<file path="src/rtl/pcomp.sv">
// Position-compare pulse generator: emits WIDTH-count windows starting at START, every STEP counts,
// for NUM pulses, flagging skipped windows and wrong-direction motion on err_o.
module pcomp (
    input  logic        clk_i,
    input  logic        reset_i,
    input  logic        enable_i,
    input  logic [31:0] posn_i,
    input  logic [31:0] START,
    input  logic [31:0] STEP,
    input  logic [31:0] WIDTH,
    input  logic [31:0] NUM,
    input  logic        RELATIVE,
    input  logic        DIR,
    input  logic [31:0] FLTR_DELTAT,
    input  logic [15:0] FLTR_THOLD,
    output logic        act_o,
    output logic [31:0] err_o,
    output logic        pulse_o
);

    typedef enum logic [1:0] {StIdle, StWaitPre, StRunLow, StRunHigh} state_e;

    state_e      state_q, state_d;
    logic        en_q;
    logic [31:0] edge_q, edge_d;
    logic [31:0] count_q, count_d;
    logic [1:0]  err_q, err_d;
    logic [31:0] fltr_cnt_q, fltr_cnt_d;
    logic [31:0] fltr_ref_q, fltr_ref_d;

    logic        arm;
    logic        active;
    logic [31:0] edge_end;
    logic        past_start;
    logic        past_end;
    logic        skip;
    logic        window_done;
    logic        num_done;
    logic        fltr_en;
    logic        fltr_tick;
    logic [31:0] delta;
    logic [31:0] thold_ext;
    logic        dir_bad;
    logic        dir_err;

    // Direction-aware "a has reached or gone beyond b".
    function automatic logic past(input logic [31:0] a, input logic [31:0] b, input logic dir);
        return dir ? ($signed(a) <= $signed(b)) : ($signed(a) >= $signed(b));
    endfunction

    always_comb begin
        arm         = (state_q == StIdle) && enable_i && !en_q;
        active      = (state_q != StIdle) && enable_i;
        edge_end    = DIR ? (edge_q - WIDTH) : (edge_q + WIDTH);
        past_start  = past(posn_i, edge_q, DIR);
        past_end    = past(posn_i, edge_end, DIR);
        num_done    = (NUM != 32'd0) && (count_q + 32'd1 == NUM);

        fltr_en     = active && (FLTR_DELTAT != 32'd0);
        fltr_tick   = fltr_en && (fltr_cnt_q + 32'd1 >= FLTR_DELTAT);
        delta       = posn_i - fltr_ref_q;
        thold_ext   = {16'd0, FLTR_THOLD};
        dir_bad     = DIR ? ($signed(delta) > $signed(thold_ext))
                          : ($signed(delta) < -$signed(thold_ext));
        dir_err     = fltr_tick && dir_bad;

        // Start and end both reached in one low-pulse sample counts as a skip.
        skip        = enable_i && (state_q == StRunLow) && past_end;
        window_done = enable_i && (state_q == StRunHigh) && past_end && !dir_err;
    end

    always_ff @(posedge clk_i or negedge reset_i) begin
        if (!reset_i) begin
            state_q    <= StIdle;
            en_q       <= 1'b0;
            edge_q     <= '0;
            count_q    <= '0;
            err_q      <= '0;
            fltr_cnt_q <= '0;
            fltr_ref_q <= '0;
        end else begin
            state_q    <= state_d;
            en_q       <= enable_i;
            edge_q     <= edge_d;
            count_q    <= count_d;
            err_q      <= err_d;
            fltr_cnt_q <= fltr_cnt_d;
            fltr_ref_q <= fltr_ref_d;
        end
    end

    always_comb begin
        state_d = state_q;
        if (!enable_i) begin
            state_d = StIdle;
        end else begin
            unique case (state_q)
                StIdle: begin
                    if (arm) state_d = StWaitPre;
                end
                StWaitPre: begin
                    if (dir_err) state_d = StIdle;
                    else if (!past_start) state_d = StRunLow;
                end
                StRunLow: begin
                    if (dir_err || skip) state_d = StIdle;
                    else if (past_start) state_d = StRunHigh;
                end
                StRunHigh: begin
                    if (dir_err) state_d = StIdle;
                    else if (past_end) state_d = num_done ? StIdle : StRunLow;
                end
                default: state_d = StIdle;
            endcase
        end
    end

    always_comb begin
        edge_d     = edge_q;
        count_d    = count_q;
        err_d      = err_q;
        fltr_cnt_d = fltr_cnt_q;
        fltr_ref_d = fltr_ref_q;
        if (arm) begin
            edge_d     = (RELATIVE ? posn_i : 32'd0) + START;
            count_d    = '0;
            err_d      = '0;
            fltr_cnt_d = '0;
            fltr_ref_d = posn_i;
        end else if (active) begin
            if (fltr_en) begin
                fltr_cnt_d = fltr_tick ? 32'd0 : fltr_cnt_q + 32'd1;
                if (fltr_tick) fltr_ref_d = posn_i;
            end
            if (skip) err_d[0] = 1'b1;
            if (dir_err) err_d[1] = 1'b1;
            if (window_done) begin
                count_d = count_q + 32'd1;
                edge_d  = DIR ? (edge_q - STEP) : (edge_q + STEP);
            end
        end
    end

    // Outputs decode straight from registered state, so they carry one clock of latency.
    always_comb begin
        act_o   = (state_q != StIdle);
        pulse_o = (state_q == StRunHigh);
        err_o   = {30'd0, err_q};
    end

endmodule

</file>
<file path="config.mk">
export PLATFORM = sky130hd
export DESIGN_NAME = pcomp
export DESIGN_NICKNAME = d
export VERILOG_FILES = /design/src/rtl/pcomp.sv
export SDC_FILE = /design/constraint.sdc
export NUM_CORES = 1
export LEC_CHECK = 0
export ABC_AREA = 0
export CORE_ASPECT_RATIO = 1.2
export CORE_MARGIN = 4
export CORE_UTILIZATION = 23
export DETAILED_ROUTE_END_ITERATION = 10
export HOLD_SLACK_MARGIN = 0.06
export SLEW_MARGIN = 20
export SYNTH_ARGS = -nofsm -noshare
export SYNTH_HDL_FRONTEND = slang
export SYNTH_SLANG_ARGS = --single-unit
</file>
<file path="constraint.sdc">
create_clock -name clk_i -period 5.49 [get_ports clk_i]
set_input_delay 1.098 -clock clk_i [delete_from_list [all_inputs] [get_ports clk_i]]
set_output_delay 1.098 -clock clk_i [all_outputs]
set_load 0.02 [all_outputs]
</file>
==> results of run 1 <==
what timing repair did:
action                     in CTS  in global routing
gates resized for setup        80                 67
setup endpoints to repair      67                 68
pin swaps                      36                 27
buffers inserted               21                 11
gates cloned                    3                  0
critical path, delay by kind of cell:
family	cells	cell delay, ns
xor+xnor	3	0.43
simple gates	8	1.47
buf+inv	14	1.76
fa+ha+maj	2	0.56
compound gates	8	1.48
mux	2	0.38
kinds of logic (layout without fill, tap and decap cells):
kind of cell    Yosys count  after routing
xor+xnor                265            265
flops                   133            133
compound gates          661            661
other cells               1             45
mux                      79             79
fa+ha+maj               277            277
buf+inv                 271            858
simple gates            820            820
layout by cell type, fill, tap and decap left out, drive strengths merged, types with 9 or more instances in the layout:
| cell type | synthesis | routed |
|---|---|---|
| o21bai | 18 | 18 |
| nor3 | 74 | 74 |
| a31oi | 19 | 19 |
| o21ai | 187 | 187 |
| inv | 173 | 173 |
| nor2b | 29 | 29 |
| a211oi | 29 | 29 |
| mux2i | 56 | 56 |
| nor4 | 41 | 41 |
| clkdlybuf4s50 | 0 | 192 |
| buf | 43 | 442 |
| dfrtp | 133 | 133 |
| mux2 | 23 | 23 |
| o211ai | 22 | 22 |
| conb | 1 | 30 |
| or2 | 10 | 10 |
| nand3b | 9 | 9 |
| ha | 273 | 273 |
| nand2 | 207 | 207 |
| o31ai | 13 | 13 |
| xnor2 | 187 | 187 |
| a21oi | 191 | 191 |
| nand2b | 38 | 38 |
| nand4 | 54 | 54 |
| clkbuf | 55 | 28 |
| nand3 | 72 | 72 |
| xor2 | 78 | 78 |
| a22o | 12 | 12 |
| and2 | 49 | 49 |
| nor2 | 163 | 163 |
| and3 | 32 | 32 |
| a21o | 65 | 65 |
| o21a | 30 | 30 |
| diode | 0 | 15 |
| a211o | 11 | 11 |
| or3 | 13 | 13 |
flip-flops by register name (all words and copies together), names as in the netlist:
| register | count |
|---|---|
| edge_q | 32 |
| err_q | 2 |
| fltr_ref_q | 32 |
| fltr_cnt_q | 32 |
| en_q | 1 |
| state_q | 2 |
| count_q | 32 |
layout make-up:
type	instances	area, um2	share of cell area, %
flip-flops and latches	133	3328	12.28
inverters	173	649.4	2.396
diodes	15	37.54	0.1385
clock buffers	19	442.9	1.634
repair buffers	654	5577	20.57
multi-input cells	2132	15440	56.96
well taps	1121	1403	5.175
clock inverters	12	227.7	0.8401
how the worst max path moves through the flow:
stage	depth (start not counted)	endpoint	startpoint
after global placement	32	edge_q[30]$_DFFE_PN0P_	WIDTH[6]
final	37	count_q[8]$_DFFE_PN0P_	WIDTH[7]
after floorplan	32	count_q[12]$_DFFE_PN0P_	WIDTH[3]
after global routing	34	count_q[28]$_DFFE_PN0P_	WIDTH[2]
after CTS	33	count_q[28]$_DFFE_PN0P_	WIDTH[3]
after detailed placement	32	edge_q[20]$_DFFE_PN0P_	WIDTH[6]
synth_stat cells, drive strengths merged (18+ instances only):
master / instances
a211oi: 29
a21o: 65
a21oi: 191
a31oi: 19
and2: 49
and3: 32
buf: 43
clkbuf: 55
dfrtp: 133
ha: 273
inv: 173
mux2: 23
mux2i: 56
nand2: 207
nand2b: 38
nand3: 72
nand4: 54
nor2: 163
nor2b: 29
nor3: 74
nor4: 41
o211ai: 22
o21a: 30
o21ai: 187
o21bai: 18
xnor2: 187
xor2: 78
per-layer routing:
layer | vias to the layer above | GRT usage (%)
met5 | - | 0
met4 | 14 | 5.231
met3 | 109 | 3.504
met2 | 473 | 25.14
met1 | 9450 | 19.11
li1 | 10210 | -
power groups by stage:
stage / clock network [mW] / registers [mW] / logic [mW]
after floorplan: 0 / 1.38 / 4.96
after global placement: 0 / 1.48 / 7.96
after detailed placement: 0 / 1.48 / 8.05
after CTS: 1.41 / 1.47 / 8.32
after global routing: 1.44 / 1.48 / 9.52
final: 1.37 / 1.46 / 8.51
==> impl_metrics.ini, run 1 <==
[sta]
skew_ns = 0.01496
setup_viol = 67
worst_slew_pin_slew_ns = 0.9641
tns_ns = -80.47
relSlewSlack_pct = 35.69
rsz0062_at_grt = yes
worst_slack_ns = -1.337
timing_hold_violations_final = 0
period_share_pct = 124.4
layout_min_cycle_time_ns = 6.827
holdWs_ns = 0.5079
maxClockFrequency_ghz = 0.1465
drv_slew = 0

[yosys]
synth_top_area_share_pct = 17.60
synth-simple-area-share_pct = 21.15
synth_xor_xnor_area_share_pct = 11.96
ys_types = 85
synth-seq-cells = 133
synthArstFlopShare_pct = 100.0
synth_edf_count = 0
netlist_instances = 2507
synth_seq_area_share_pct = 17.14
synth-adder-area-share_pct = 18.01
ys.flop_type = dfrtp_1
synthesis.area_um2 = 19410
yosysTopAreaCell = ha_1
muxShareOfSynthArea_pct = 4.280
synth_top_family_by_area = compound AO/OA/AOI/OAI gates
synth_area_leaders = ha_1, dfrtp_1, xnor2_1
syn-mean-instance-area_um2 = 7.743
synth_compound_area_share_pct = 21.31
ys.warnings.count = 0

[grt]
antenna_found_initial = 24
grt_remaining_overflow = 0
track_usage_pct = 15.09
grt_pass1_vias = 19660
grt_first_pass_wirelength_um = 106300
grt_max_degree = 67

[detailed_routing]
drtIter0Drc = 1104
antenna_left = 0
met2_length_um = 31910
routed_wl_um = 68950
wl_met3_um = 4344
wl_per_cell_um = 16.19
drc = 0
vias = 20260
firstDrtPassIters = 5
dr.max_layer_used = met5
via_per_inst = 4.757
wl_met1_um = 30520

[power]
p_clk_share_pct = 12.1
power.density_nw_per_um2 = 418.4
pwr-share-seq_pct = 12.9
irDropWorstVdd_uv = 296.7
p_leak_nw = 12.29
p_int_mw = 6.339
sw_frac_of_total_pct = 44.10
combPwrFrac_pct = 75.0
power.total_mw = 11.34
p_sw_mw = 5.001

[cts]
cts_hold_buf = 0
root_buffer = clkbuf_16
cts_tree = built
insertion_delay_ns = 0.47
clk_pin_slew_ns = 0.07
clkSinkCount = 133
cts-buffers-inserted = 17
htree_levels = 4
clockBufferDepth = 2

[setup_path]
reg2reg_from = edge_q[0]$_DFFE_PN0P_
reg2reg_slack_ns = -0.64
cpMostUsedCell = buf_4
slowest_delay_ns = 0.39
crit_path_end_kind = flop
crit_fanout = 7
cp.required_ns = 5.85
timing.rr.end = count_q[8]$_DFFE_PN0P_
r2r_cells = 31
crit_type = input port to flop
cpMaxStageDelayCell = nor4_4
start_kind = input port
worst_ep_arrival_time_ns = 7.19

[cells_and_area]
area_delta_synth_final_pct = 39.63
layout-drive-gt1-share_pct = 18.96
finalInstanceArea_um2 = 27100
final_net_count = 3601
final_util_pct = 32.42
instances_no_fill = 4259
n_fill_cell = 8893

[min_path]
hold_depth = 2
hp-class = flop to flop
min_from = err_q[1]$_DFFE_PN0P_
min_to = err_q[1]$_DFFE_PN0P_

[place]
pre_cts_slack_ns = -2.314
placement.io_buffers = 216
dp.cells = 4181
dpl_cell_area_um2 = 25720
dp_hpwl_um = 57220
gp_congestion = 0.8905

[floorplanning]
die_w_um = 273.2
start_util_pct = 23.22
io_pins = 247
die_y_um = 326.2
dieArea_um2 = 89130
design.core.area_um2 = 83600
fp-row-count = 116

[job]
cap_viol_max_count = 0

[run_status]
status = complete, but fails checks
failed_checks = negative setup slack
Note: power is estimated with default switching activity, not from simulation.
==> run 2, diff against run 1 <==
--- a/config.mk
+++ b/config.mk
@@ -7,7 +7,6 @@
 export LEC_CHECK = 0
 export ABC_AREA = 0
 export CORE_ASPECT_RATIO = 1.2
-export CORE_MARGIN = 4
 export CORE_UTILIZATION = 23
 export DETAILED_ROUTE_END_ITERATION = 10
 export HOLD_SLACK_MARGIN = 0.06
==> impl_metrics.ini, run 2 (same netlist as run 1, synthesis figures left out) <==
[power]
p_clk_share_pct = 11.4
p_int_mw = 6.386
combPwrFrac_pct = 75.8
p_sw_mw = 5.092
power.density_nw_per_um2 = 416.9
sw_frac_of_total_pct = 44.36
power.total_mw = 11.48
p_leak_nw = 12.50
irDropWorstVdd_uv = 272.4
pwr-share-seq_pct = 12.8

[run_status]
status = complete, but fails checks
failed_checks = negative setup slack

[cells_and_area]
n_fill_cell = 8952
most-common-layout-cells = buf_4, ha_1, nand2_1, clkdlybuf4s50_1, xnor2_1
ff_latch_area_um2 = 3328
instances_no_fill = 4279
area_delta_synth_final_pct = 41.81
layout-drive-gt1-share_pct = 20.25
finalInstanceArea_um2 = 27530
multi_input_area_um2 = 15630
final_common_cell = buf_4
final_net_count = 3623

[sta]
maxClockFrequency_ghz = 0.1486
rsz0062_at_grt = yes
drv_slew = 0
timing_hold_violations_final = 0
worst_slack_ns = -1.240
holdWs_ns = 0.4978
layout_min_cycle_time_ns = 6.730
skew_ns = 0.01886
relSlewSlack_pct = 33.59
worst_slew_pin_slew_ns = 0.9957
period_share_pct = 122.6
setup_viol = 67

[min_path]
min_from = err_q[1]$_DFFE_PN0P_
hold_depth = 2
hp-class = flop to flop
min_to = err_q[1]$_DFFE_PN0P_

[detailed_routing]
antenna_left = 0
via_per_inst = 4.754
drtIter0Drc = 1072
drc = 0
firstDrtPassIters = 7
routed_wl_um = 68480
wl_per_cell_um = 16.00
vias = 20340

[floorplanning]
die_y_um = 320.2
dieArea_um2 = 85570
fp-row-count = 116
design.core.area_um2 = 83460
start_util_pct = 23.26
die_w_um = 267.2
io_pins = 247

[setup_path]
start_kind = input port
cp.required_ns = 5.86
cpMaxStageDelayCell = or4_1
crit_type = input port to flop
timing.rr.end = edge_q[0]$_DFFE_PN0P_
r2r_cells = 30
crit_path_end_kind = flop
cpMostUsedCell = buf_4
reg2reg_slack_ns = -0.42
reg2reg_from = edge_q[0]$_DFFE_PN0P_
worst_ep_arrival_time_ns = 7.10
slowest_delay_ns = 0.56
crit_fanout = 6

[cts]
clk_pin_slew_ns = 0.06
insertion_delay_ns = 0.50
cts-buffers-inserted = 17
clockBufferDepth = 2
cts_hold_buf = 0
cts_tree = built
clkSinkCount = 133
root_buffer = clkbuf_16
htree_levels = 4

[grt]
grt_pass1_vias = 19710
grt_max_degree = 76
grt_first_pass_wirelength_um = 106200
track_usage_pct = 15.90
grt_remaining_overflow = 0
antenna_found_initial = 28

[place]
placement.io_buffers = 216
dp_hpwl_um = 56460
dp.cells = 4193
dpl_cell_area_um2 = 25820
gp_congestion = 0.9429

[job]
cap_viol_max_count = 0
==> run 2: changes by cell type in the layout (fill, tap and decap cells not counted), moves of 4 or more <==
cell           delta
buf_4             +9
buf_6            +13
clkbuf_2          -7
dlygate4sd2_1     +5
ha_1              -5
mux2_2            -8
mux2_4            +9
nand2_4           +4
==> run 2: timing repair <==
action	CTS	global route
gates resized for setup	112	95
cloned	4	1
endpoints found under the setup margin	68	68
pin swaps	68	99
buffers inserted	27	13
==> run 2: worst max path at each step <==
stage | start | slack [ns] | depth (start not counted) | to
after floorplan | WIDTH[3] | -1.0 | 32 | count_q[12]$_DFFE_PN0P_
after global placement | WIDTH[7] | -2.27 | 31 | count_q[9]$_DFFE_PN0P_
after detailed placement | WIDTH[7] | -2.37 | 30 | count_q[11]$_DFFE_PN0P_
after CTS | WIDTH[10] | -1.24 | 33 | count_q[12]$_DFFE_PN0P_
after global routing | WIDTH[1] | -1.49 | 36 | edge_q[0]$_DFFE_PN0P_
final | WIDTH[12] | -1.24 | 34 | edge_q[0]$_DFFE_PN0P_
==> run 2: worst max-delay path: cells and delay by family <==
family | cells | cell delay, ns
xor+xnor | 2 | 0.43
simple gates | 8 | 1.51
compound gates | 10 | 1.60
buf+inv | 9 | 1.21
mux | 3 | 0.66
fa+ha+maj | 2 | 0.60
==> run 2: metal layers <==
metal  vias to the layer above  track usage [%]  routed length [um]
li1                      10270                -                   -
met1                      9448            19.63               29920
met2                       473            26.50               31940
met3                       118            3.747                4274
met4                        30            6.054                2142
met5                         -                0                 204
==> run 2: power by group through the flow <==
stage / clock [mW] / combinational (mW) / sequential [mW]
finish: 1.31 / 8.70 / 1.47
global route: 1.37 / 9.70 / 1.49
CTS: 1.35 / 8.40 / 1.48
detailed placement: 0 / 8.09 / 1.49
global placement: 0 / 8.01 / 1.49
floorplan: 0 / 4.96 / 1.38
==> run 2: metrics by stage <==
| stage | setup TNS (ns) | utilization, % | setup WS [ns] |
|---|---|---|---|
| final | -73.68 | 32.99 | -1.240 |
| after global routing | -92.98 | 32.98 | -1.494 |
| after CTS | -74.91 | 32.40 | -1.245 |
| after detailed placement | -149.16 | 30.94 | -2.373 |
| after global placement | -142.97 | 30.94 | -2.273 |
| after floorplan | -56.78 | - | -0.9983 |
==> run 2: area by class of cell <==
cell class                 instances  area share, %
multi-input combinational       2132          56.78
timing repair buffer             676          21.24
sequential                       133          12.09
tap                             1121          5.095
inverter                         173          2.359
clock buffer                      19          1.609
clock inverter                    13         0.7136
antenna                           12         0.1091
